[config.mk]
export PLATFORM = sky130hd
export DESIGN_NAME = text_term_decoder_flat
export DESIGN_NICKNAME = d
export VERILOG_FILES = /design/src/rtl/text_term_pkg.sv /design/src/rtl/text_term_decoder_if.sv /design/src/rtl/text_term_decoder.sv /design/src/flat_wrapper.sv
export SDC_FILE = /design/constraint.sdc
export NUM_CORES = 1
export LEC_CHECK = 0
export CORE_ASPECT_RATIO = 0.6
export CORE_MARGIN = 3
export CORE_UTILIZATION = 35
export DETAILED_ROUTE_END_ITERATION = 6
export GPL_ROUTABILITY_DRIVEN = 0
export PLACE_DENSITY = 0.56
export REMOVE_ABC_BUFFERS = 1
export SYNTH_ARGS = -nofsm -noshare
export SYNTH_HDL_FRONTEND = slang
export SYNTH_SLANG_ARGS = --single-unit
[constraint.sdc]
create_clock -name i_clk -period 2.1 [get_ports i_clk]
set_input_delay 0.315 -clock i_clk [delete_from_list [all_inputs] [get_ports i_clk]]
set_output_delay 0.315 -clock i_clk [all_outputs]
set_load 0.01 [all_outputs]
[src/rtl/text_term_pkg.sv]
// Shared types and constants for the MDA text-terminal decoder.
package text_term_pkg;

    localparam int unsigned MDA_COLS         = 80;
    localparam int unsigned MDA_ROWS         = 25;
    localparam logic [7:0]  MDA_DEFAULT_ATTR = 8'h07;

    localparam int unsigned BYTE_W = 8;
    localparam int unsigned ROW_W  = 5;
    localparam int unsigned COL_W  = 7;

    localparam logic [BYTE_W-1:0] CH_CR    = 8'h0D;
    localparam logic [BYTE_W-1:0] CH_LF    = 8'h0A;
    localparam logic [BYTE_W-1:0] CH_BS    = 8'h08;
    localparam logic [BYTE_W-1:0] CH_ESC   = 8'h1B;
    localparam logic [BYTE_W-1:0] CH_BLANK = 8'h20;

    localparam logic [BYTE_W-1:0] CMD_POS  = 8'h50;
    localparam logic [BYTE_W-1:0] CMD_ATTR = 8'h41;
    localparam logic [BYTE_W-1:0] CMD_CLR  = 8'h43;

    typedef enum logic [2:0] {
        ST_IDLE,
        ST_ESC,
        ST_ARG_ROW,
        ST_ARG_COL,
        ST_ARG_ATTR,
        ST_CLEAR
    } state_t;

    // Row start offset for an 80-column screen, built from shifts instead of a multiplier.
    function automatic logic [15:0] row_x80(input logic [ROW_W-1:0] row);
        return (16'(row) << 6) + (16'(row) << 4);
    endfunction

endpackage

[src/rtl/text_term_decoder_if.sv]
// Byte-in / text-RAM-write-out bundle between the UART receiver, decoder and scanout.
interface text_term_decoder_if
    import text_term_pkg::*;
#(
    parameter int unsigned AW = 11
);
    logic [BYTE_W-1:0] i_data;
    logic              i_valid;
    logic              o_wr_en;
    logic [AW-1:0]     o_wr_addr;
    logic [BYTE_W-1:0] o_wr_char;
    logic [BYTE_W-1:0] o_wr_attr;
    logic [ROW_W-1:0]  o_cur_row;
    logic [COL_W-1:0]  o_cur_col;
    logic              o_busy;
    logic              o_overrun;

    modport master (
        output i_data, i_valid,
        input  o_wr_en, o_wr_addr, o_wr_char, o_wr_attr,
        input  o_cur_row, o_cur_col, o_busy, o_overrun
    );

    modport slave (
        input  i_data, i_valid,
        output o_wr_en, o_wr_addr, o_wr_char, o_wr_attr,
        output o_cur_row, o_cur_col, o_busy, o_overrun
    );
endinterface

[src/rtl/text_term_decoder.sv]
// Turns received bytes into MDA text-RAM writes, tracks the cursor and runs the ESC command set.
module text_term_decoder
    import text_term_pkg::*;
#(
    parameter int unsigned COLS         = MDA_COLS,
    parameter int unsigned ROWS         = MDA_ROWS,
    parameter logic [7:0]  DEFAULT_ATTR = MDA_DEFAULT_ATTR
) (
    input logic                i_clk,
    input logic                i_rst,
    text_term_decoder_if.slave bus
);
    localparam int unsigned       AW        = $clog2(COLS * ROWS);
    localparam logic [AW-1:0]     LAST_ADDR = AW'(COLS * ROWS - 1);
    localparam logic [ROW_W-1:0]  ROW_MAX   = ROW_W'(ROWS - 1);
    localparam logic [COL_W-1:0]  COL_MAX   = COL_W'(COLS - 1);

    state_t            state, state_nxt;
    logic [ROW_W-1:0]  row, row_nxt, row_inc;
    logic [COL_W-1:0]  col, col_nxt;
    logic [BYTE_W-1:0] attr, attr_nxt;
    logic [BYTE_W-1:0] row_arg, row_arg_nxt;
    logic              wr_en, wr_en_nxt;
    logic [AW-1:0]     wr_addr, wr_addr_nxt;
    logic [BYTE_W-1:0] wr_char, wr_char_nxt;
    logic [BYTE_W-1:0] wr_attr, wr_attr_nxt;
    logic              busy, busy_nxt;
    logic              overrun, overrun_nxt;

    always_ff @(posedge i_clk) begin
        if (i_rst) state <= ST_IDLE;
        else       state <= state_nxt;
    end

    always_ff @(posedge i_clk) begin
        if (i_rst) begin
            row     <= '0;
            col     <= '0;
            attr    <= DEFAULT_ATTR;
            row_arg <= '0;
            wr_en   <= 1'b0;
            wr_addr <= '0;
            wr_char <= '0;
            wr_attr <= DEFAULT_ATTR;
            busy    <= 1'b0;
            overrun <= 1'b0;
        end else begin
            row     <= row_nxt;
            col     <= col_nxt;
            attr    <= attr_nxt;
            row_arg <= row_arg_nxt;
            wr_en   <= wr_en_nxt;
            wr_addr <= wr_addr_nxt;
            wr_char <= wr_char_nxt;
            wr_attr <= wr_attr_nxt;
            busy    <= busy_nxt;
            overrun <= overrun_nxt;
        end
    end

    assign row_inc = (row == ROW_MAX) ? '0 : row + ROW_W'(1);

    always_comb begin
        state_nxt   = state;
        row_nxt     = row;
        col_nxt     = col;
        attr_nxt    = attr;
        row_arg_nxt = row_arg;
        wr_en_nxt   = 1'b0;
        wr_addr_nxt = wr_addr;
        wr_char_nxt = wr_char;
        wr_attr_nxt = wr_attr;
        busy_nxt    = busy;
        overrun_nxt = 1'b0;

        unique case (state)
            ST_IDLE: begin
                if (bus.i_valid) begin
                    if (bus.i_data == CH_CR) begin
                        col_nxt = '0;
                    end else if (bus.i_data == CH_LF) begin
                        row_nxt = row_inc;
                    end else if (bus.i_data == CH_BS) begin
                        if (col != '0) col_nxt = col - COL_W'(1);
                    end else if (bus.i_data == CH_ESC) begin
                        state_nxt = ST_ESC;
                    end else if (bus.i_data >= CH_BLANK) begin
                        wr_en_nxt   = 1'b1;
                        wr_addr_nxt = AW'(row_x80(row)) + AW'(col);
                        wr_char_nxt = bus.i_data;
                        wr_attr_nxt = attr;
                        if (col == COL_MAX) begin
                            col_nxt = '0;
                            row_nxt = row_inc;
                        end else begin
                            col_nxt = col + COL_W'(1);
                        end
                    end
                end
            end
            ST_ESC: begin
                if (bus.i_valid) begin
                    if (bus.i_data == CMD_POS) begin
                        state_nxt = ST_ARG_ROW;
                    end else if (bus.i_data == CMD_ATTR) begin
                        state_nxt = ST_ARG_ATTR;
                    end else if (bus.i_data == CMD_CLR) begin
                        // First blank lands on the same edge that enters the sweep.
                        state_nxt   = ST_CLEAR;
                        wr_en_nxt   = 1'b1;
                        wr_addr_nxt = '0;
                        wr_char_nxt = CH_BLANK;
                        wr_attr_nxt = attr;
                        busy_nxt    = 1'b1;
                    end else begin
                        state_nxt = ST_IDLE;
                    end
                end
            end
            ST_ARG_ROW: begin
                if (bus.i_valid) begin
                    row_arg_nxt = bus.i_data;
                    state_nxt   = ST_ARG_COL;
                end
            end
            ST_ARG_COL: begin
                if (bus.i_valid) begin
                    row_nxt   = (row_arg > BYTE_W'(ROWS - 1)) ? ROW_MAX : row_arg[ROW_W-1:0];
                    col_nxt   = (bus.i_data > BYTE_W'(COLS - 1)) ? COL_MAX : bus.i_data[COL_W-1:0];
                    state_nxt = ST_IDLE;
                end
            end
            ST_ARG_ATTR: begin
                if (bus.i_valid) begin
                    attr_nxt  = bus.i_data;
                    state_nxt = ST_IDLE;
                end
            end
            ST_CLEAR: begin
                overrun_nxt = bus.i_valid;
                if (wr_addr == LAST_ADDR) begin
                    state_nxt = ST_IDLE;
                    busy_nxt  = 1'b0;
                    row_nxt   = '0;
                    col_nxt   = '0;
                end else begin
                    wr_en_nxt   = 1'b1;
                    wr_addr_nxt = wr_addr + AW'(1);
                    wr_char_nxt = CH_BLANK;
                    wr_attr_nxt = attr;
                    busy_nxt    = 1'b1;
                end
            end
            default: state_nxt = ST_IDLE;
        endcase
    end

    assign bus.o_wr_en   = wr_en;
    assign bus.o_wr_addr = wr_addr;
    assign bus.o_wr_char = wr_char;
    assign bus.o_wr_attr = wr_attr;
    assign bus.o_cur_row = row;
    assign bus.o_cur_col = col;
    assign bus.o_busy    = busy;
    assign bus.o_overrun = overrun;

endmodule

[src/flat_wrapper.sv]
// flat-port wrapper written by rule: the top's interface ports become plain ports
module text_term_decoder_flat import text_term_pkg::*;
#(
    parameter int unsigned COLS         = MDA_COLS,
    parameter int unsigned ROWS         = MDA_ROWS,
    parameter logic [7:0]  DEFAULT_ATTR = MDA_DEFAULT_ATTR
)
  (i_clk, i_rst, bus_i_data, bus_i_valid, bus_o_wr_en, bus_o_wr_addr, bus_o_wr_char, bus_o_wr_attr, bus_o_cur_row, bus_o_cur_col, bus_o_busy, bus_o_overrun);
  text_term_decoder_if bus_i ();
  input logic i_clk;
  input logic i_rst;
  input wire logic [$bits(bus_i.i_data)-1:0] bus_i_data;
  input wire logic [$bits(bus_i.i_valid)-1:0] bus_i_valid;
  output wire logic [$bits(bus_i.o_wr_en)-1:0] bus_o_wr_en;
  output wire logic [$bits(bus_i.o_wr_addr)-1:0] bus_o_wr_addr;
  output wire logic [$bits(bus_i.o_wr_char)-1:0] bus_o_wr_char;
  output wire logic [$bits(bus_i.o_wr_attr)-1:0] bus_o_wr_attr;
  output wire logic [$bits(bus_i.o_cur_row)-1:0] bus_o_cur_row;
  output wire logic [$bits(bus_i.o_cur_col)-1:0] bus_o_cur_col;
  output wire logic [$bits(bus_i.o_busy)-1:0] bus_o_busy;
  output wire logic [$bits(bus_i.o_overrun)-1:0] bus_o_overrun;
  assign bus_i.i_data = bus_i_data;
  assign bus_i.i_valid = bus_i_valid;
  assign bus_o_wr_en = bus_i.o_wr_en;
  assign bus_o_wr_addr = bus_i.o_wr_addr;
  assign bus_o_wr_char = bus_i.o_wr_char;
  assign bus_o_wr_attr = bus_i.o_wr_attr;
  assign bus_o_cur_row = bus_i.o_cur_row;
  assign bus_o_cur_col = bus_i.o_cur_col;
  assign bus_o_busy = bus_i.o_busy;
  assign bus_o_overrun = bus_i.o_overrun;
  text_term_decoder #(.COLS(COLS), .ROWS(ROWS), .DEFAULT_ATTR(DEFAULT_ATTR)) u_core (.i_clk(i_clk), .i_rst(i_rst), .bus(bus_i));
endmodule
After elaboration in Yosys (flattened, before gate mapping)
Cells that the tools add are included.
W data, S select, Z words.
Cells by class
  add/subtract/negate cells: 6
  $lt $le $gt $ge: 3
  eq/ne operators: 39
  mux-type cells: 90
  bitwise gates (word level): 1
  reductions and logical operators: 14
Operator list (count)
  $mux W8: 22
  $mux W11: 11
  $mux W7: 11
  $mux W5: 11
  $pmux W8 S3: 2
  $mux W3: 12
  $pmux W11 S3: 1
  $eq A8 B4 Y1 const B: 3
  $eq A8 B7 Y1 const B: 3
  $ne A2 B2 Y1 const B: 11
  $pmux W7 S3: 1
  $reduce_and A9 Y1: 2
  $mux W1: 15
  $pmux W3 S5: 1
  $pmux W5 S3: 1
  $reduce_and A12 Y1: 1
  $add A11 B1 Y11 const B: 1
  $add A11 B7 Y11: 1
  $add A11 B9 Y11: 1
  $eq A11 B11 Y1 const B: 1
  $ne A2 B1 Y1 const B: 5
  $ne A3 B2 Y1 const B: 3
  $eq A8 B5 Y1 const B: 1
  $ge A8 B6 Y1 const B: 1
  25 further kinds: 31
Storage, ports and cells
  register bits: 61
  bits of input ports: 11
  output and inout bits: 42
  logic and storage cells: 164

Longest topological paths before layout
  depth in word-level cells: 10
  mapped depth: 9
  depth with buffers taken out: 9

Worst setup path after synthesis
No wires, ideal clock.
  kind: register to register
  start: register u_core.col[6] (netlist: u_core.bus.o_cur_col[6])
  end: register u_core.wr_addr[7] (netlist: u_core.bus.o_wr_addr[7])
  library setup time: 70 ps
  arrival: 2050 ps
  data required time: 2030 ps
  path slack: -20 ps
  stages on the path, launching flop included: 8
  path buffers: 0
  clock period less this slack: 2120 ps
  cells stage by stage: dfxtp_1 > fa_1 > inv_1 > fa_1 > xnor2_1 > a32oi_1 > or3_1 > a21oi_1
On the way
  cells in the longest elaborated chain, start to end: 8
Ends and longest elaborated chain
  from (decl): line text_term_decoder.sv:20  | logic [COL_W-1:0] col, col_nxt;
  from (signal assigned): line text_term_decoder.sv:49  | col <= col_nxt;
  $add A11 B7 Y11: line text_term_decoder.sv:89  | wr_addr_nxt = AW'(row_x80(row)) + AW'(col);
  $mux W11: line text_term_decoder.sv:87  | end else if (bus.i_data >= CH_BLANK) begin
  $mux W11: line text_term_decoder.sv:85  | end else if (bus.i_data == CH_ESC) begin
  $mux W11: line text_term_decoder.sv:83  | end else if (bus.i_data == CH_BS) begin
  $mux W11: line text_term_decoder.sv:81  | end else if (bus.i_data == CH_LF) begin
  $mux W11: line text_term_decoder.sv:79  | if (bus.i_data == CH_CR) begin
  $mux W11: line text_term_decoder.sv:78  | if (bus.i_valid) begin
  $pmux W11 S3: line text_term_decoder.sv:76  | unique case (state)
  to (signal assigned): line text_term_decoder.sv:53  | wr_addr <= wr_addr_nxt;
  to (decl): line text_term_decoder.sv:24  | logic [AW-1:0] wr_addr, wr_addr_nxt;
No other way between the ends. The select of a mux whose other input is x is not followed.
A chain may end at the register's enable or synchronous reset.

Worst setup path after layout
  start: register u_core.row[2] (netlist: u_core.bus.o_cur_row[2])
  end: register u_core.wr_addr[7] (netlist: u_core.bus.o_wr_addr[7])
On the way
  cells in the longest elaborated chain, start to end: 9
Ends and longest elaborated chain
  from (decl): line text_term_decoder.sv:19  | logic [ROW_W-1:0] row, row_nxt, row_inc;
  from (signal assigned): line text_term_decoder.sv:48  | row <= row_nxt;
  $add A11 B9 Y11: line text_term_pkg.sv:33  | return (16'(row) << 6) + (16'(row) << 4);
  $add A11 B7 Y11: line text_term_decoder.sv:89
  $mux W11: line text_term_decoder.sv:87
  $mux W11: line text_term_decoder.sv:85
  $mux W11: line text_term_decoder.sv:83
  $mux W11: line text_term_decoder.sv:81
  $mux W11: line text_term_decoder.sv:79
  $mux W11: line text_term_decoder.sv:78
  $pmux W11 S3: line text_term_decoder.sv:76
No other way between the ends. The select of a mux whose other input is x is not followed.

==> results.sh <==
export IMPL_status="complete, no violations"
export IMPL_wire_per_inst_um=18.5
export IMPL_firstDrtPassIters=5
export IMPL_grt_pass1_vias=4044
export IMPL_ys_warn_count=0
export IMPL_synth_largest_area_cell="dfxtp_1"
export IMPL_hold_depth=2
export IMPL_skew_ns=0.00757
export IMPL_core_um2=10200
export IMPL_chipHeight_um=86.9
export IMPL_period_minus_slack_ns=2.07
export IMPL_power_density_nw_per_um2=566
export IMPL_yosys_register_bits=61
export IMPL_overflow=0
export IMPL_min_from="i_rst"
export IMPL_finalHoldViolCount=0
export IMPL_rows=28
export IMPL_netlist_instances=474
export IMPL_n_antenna_cell=0
export IMPL_yosys_area_share_simple_pct=24.6
export IMPL_whs_endpoint="u_core.state[1]$_SDFFE_PP0P_"
export IMPL_yosysTopAreaCellShare_pct=32.0
export IMPL_yosysMostFrequentCell="dfxtp_1"
export IMPL_worstPathMaxFanout=2
export IMPL_syn_to_final_growth_pct=44.0
export IMPL_dp_cells=713
export IMPL_synth_adder_area_share_pct=5.97
export IMPL_fin_cells=733
export IMPL_max_freq_mhz=482
export IMPL_synth_area_leaders="dfxtp_1, a21oi_1, nand2_1"
export IMPL_netlist_area_um2=3820
export IMPL_gr_usage_all_layers_pct=22.3
export IMPL_worstReg2RegStart="u_core.bus.o_cur_row[2]$_SDFFE_PP0P_"
export IMPL_drt_iter0_drc=353
export IMPL_rr_worst_depth=7
export IMPL_ir_worst_vdd_mv=0.380
export IMPL_worst_slew_pin_slew_ns=0.564
export IMPL_drc_errors=0
export IMPL_muxShareOfSynthArea_pct=1.05
export IMPL_synthXorXnorAreaFrac_pct=1.38
export IMPL_cts_sinks=61
export IMPL_ios=53
export IMPL_path_class="flop to flop"
export IMPL_rr_endpoint="u_core.bus.o_wr_addr[7]$_SDFFE_PP0P_"
export IMPL_ys_seq_area_share_pct=32.0
export IMPL_clk_pin_slew_ns=0.05
export IMPL_fin_crit_sh_pct=98.8
export IMPL_grt_antenna_before_repair=0
export IMPL_num_vias=4262
export IMPL_die_x_um=141
export IMPL_slowest_delay_ns=0.56
export IMPL_critical_path_buf_inv_count=1
export IMPL_max_cap_violations=0
export IMPL_worstHoldPathType="primary input to flop"
export IMPL_io_buffers=52
export IMPL_grt_first_pass_wirelength_mm=21.5
export IMPL_fillers=974
export IMPL_rrSetupSlack_ns=0.03
export IMPL_power_leakage_nw=2.10
export IMPL_worst_hold_slack_ns=0.370
export IMPL_postSynthAreaPerCell_um2=8.05
export IMPL_drv_slew=0
export IMPL_slew_headroom_pct=62.4
export IMPL_slowest_stage="fa_1"
export IMPL_synth_compound_area_share_pct=28.6
export IMPL_ys_types=72
export IMPL_endpoint_kind="flop"
export IMPL_cts_buffers=9
export IMPL_synthTopCellsByCount="dfxtp_1, nand2_1, a21oi_1, nand3_1, nor2_1"
export IMPL_die_area_um2=12200
export IMPL_final_nets=621
export IMPL_place_hpwl_mm=9.91
export IMPL_wl_mm=13.6
export IMPL_grt_start_max_net_pins=31
export IMPL_initial_core_util_pct=37.3
export IMPL_layout_drive_gt1_share_pct=26.6
export IMPL_clockRootBuffer="clkbuf_16"
export IMPL_critPathLaunchType="flop"
export IMPL_cts_buffer_depth=2
export IMPL_clk_latency_ns=0.34
export IMPL_ys_flop_type="dfxtp_1"
export IMPL_crit_chain="fa_1 > inv_1 > fa_2 > xnor2_2 > a32oi_1 > or3_1 > a21oi_1"
export IMPL_rsz0062_at_grt="yes"
export IMPL_cpLargestDelayFamily="adder cells"
export IMPL_worstPathRequired_ns=2.37
export IMPL_synth_edf_count=0
export IMPL_vias_per_cell=5.81
export IMPL_finalSetupViolations=0
export IMPL_crit_path_start="u_core.bus.o_cur_row[2]$_SDFFE_PP0P_"
export IMPL_htreeDepth=3
export IMPL_synth_top_family_by_area="compound AO/OA/AOI/OAI gates"
export IMPL_async_flop_share_pct=0
export IMPL_crit_arrival_ns=2.35
export IMPL_postRouteAntennaNets=0
export IMPL_tritoncts="built"
==> worst reg2reg max path, cell delays in order (launching register included) <==
cell     delay [ns]
dfxtp_2        0.32
fa_1           0.56
inv_1          0.06
fa_2           0.37
xnor2_2        0.17
a32oi_1        0.07
or3_1          0.32
a21oi_1        0.14
==> registers in the layout, indices dropped and copies added (netlist names) <==
signal and flops:
u_core.bus.o_wr_addr 11, u_core.attr 8, u_core.bus.o_wr_attr 8, u_core.bus.o_wr_char 8
u_core.row_arg 8, u_core.bus.o_cur_col 7, u_core.bus.o_cur_row 5, u_core.state 3
u_core.bus.o_busy 1, u_core.bus.o_overrun 1, u_core.bus.o_wr_en 1
==> stage by stage <==
| step | setup WS (ns) | util [%] | cell area (um2) | total power, mW | TNS [ns] |
|---|---|---|---|---|---|
| after global routing | -0.0794 | 53.7 | 5500 | 3.21 | -0.272 |
| after CTS | 0.00283 | 52.4 | 5360 | 3.11 | 0 |
| after global placement | -0.515 | 48.8 | 4990 | 1.60 | -15.21 |
| after floorplan | -0.715 | - | 3630 | 1.36 | -12.35 |
| final | 0.0255 | 53.7 | 5500 | 3.11 | 0 |
| after detailed placement | -0.593 | 48.8 | 4990 | 1.60 | -17.03 |
==> what timing repair did <==
item / CTS / global route
pin swaps: 8 / 16
gates resized for setup: 26 / 30
setup buffers: 0 / 4
endpoints found under the setup margin: 35 / 30
hold buffers: 0 / 0
==> report_power, final <==
part	switching (mW)	internal, mW	leakage, nW	total, mW
registers	0.0181	1.18	0.499	1.20
clock network	0.597	0.919	0.130	1.52
logic	0.213	0.183	1.47	0.396
total	0.828	2.28	2.10	3.11
==> area by class of cell <==
type / count / area (um2) / share of cell area [%]
repair buffers: 144 / 1230 / 22.4
multi-input cells: 360 / 2500 / 45.5
clock inverters: 7 / 76.3 / 1.39
clock buffers: 9 / 225 / 4.10
flip-flops and latches: 61 / 1230 / 22.4
inverters: 17 / 63.8 / 1.16
well taps: 135 / 169 / 3.07
==> worst max path at each step <==
stage	end	slack, ns	depth (start not counted)
after CTS	u_core.bus.o_wr_addr[9]$_SDFFE_PP0P_	0.003	9
final	u_core.bus.o_wr_addr[7]$_SDFFE_PP0P_	0.03	7
after floorplan	u_core.bus.o_cur_row[2]$_SDFFE_PP0P_	-0.72	5
after global routing	u_core.bus.o_wr_addr[7]$_SDFFE_PP0P_	-0.08	7
after global placement	u_core.bus.o_cur_col[1]$_SDFFE_PP0P_	-0.52	6
after detailed placement	u_core.bus.o_cur_col[3]$_SDFFE_PP0P_	-0.59	6
==> cell usage in the layout, fill, tap and decap left out, drive strengths merged, types with 9 or more instances in the layout <==
cell type and count:
buf 93, dfxtp 61, nand2 54, a21oi 46
clkdlybuf4s50 44, nand3 29, nor2 27, o21ai 26
inv 17, ha 15, nor3 14, a211oi 10
clkbuf 9
==> cells by family (layout without fill, tap and decap cells) <==
kind of cell | after synthesis | in the layout
flip-flops | 61 | 61
buffers and inverters | 53 | 177
AND/OR/NAND/NOR | 178 | 178
multiplexers | 4 | 4
adder cells (fa/ha/maj) | 17 | 17
XOR/XNOR | 6 | 6
AO/OA/AOI/OAI | 155 | 155
==> layer usage <==
metal	global-route usage [%]	vias up	part of all wire (%)
li1	-	2015	-
met1	33.0	2019	49
met2	31.7	210	41
met3	5.92	18	8.7
met4	6.24	0	1.2
met5	0	-	0
No activity file was read; power rests on OpenSTA's default activity.
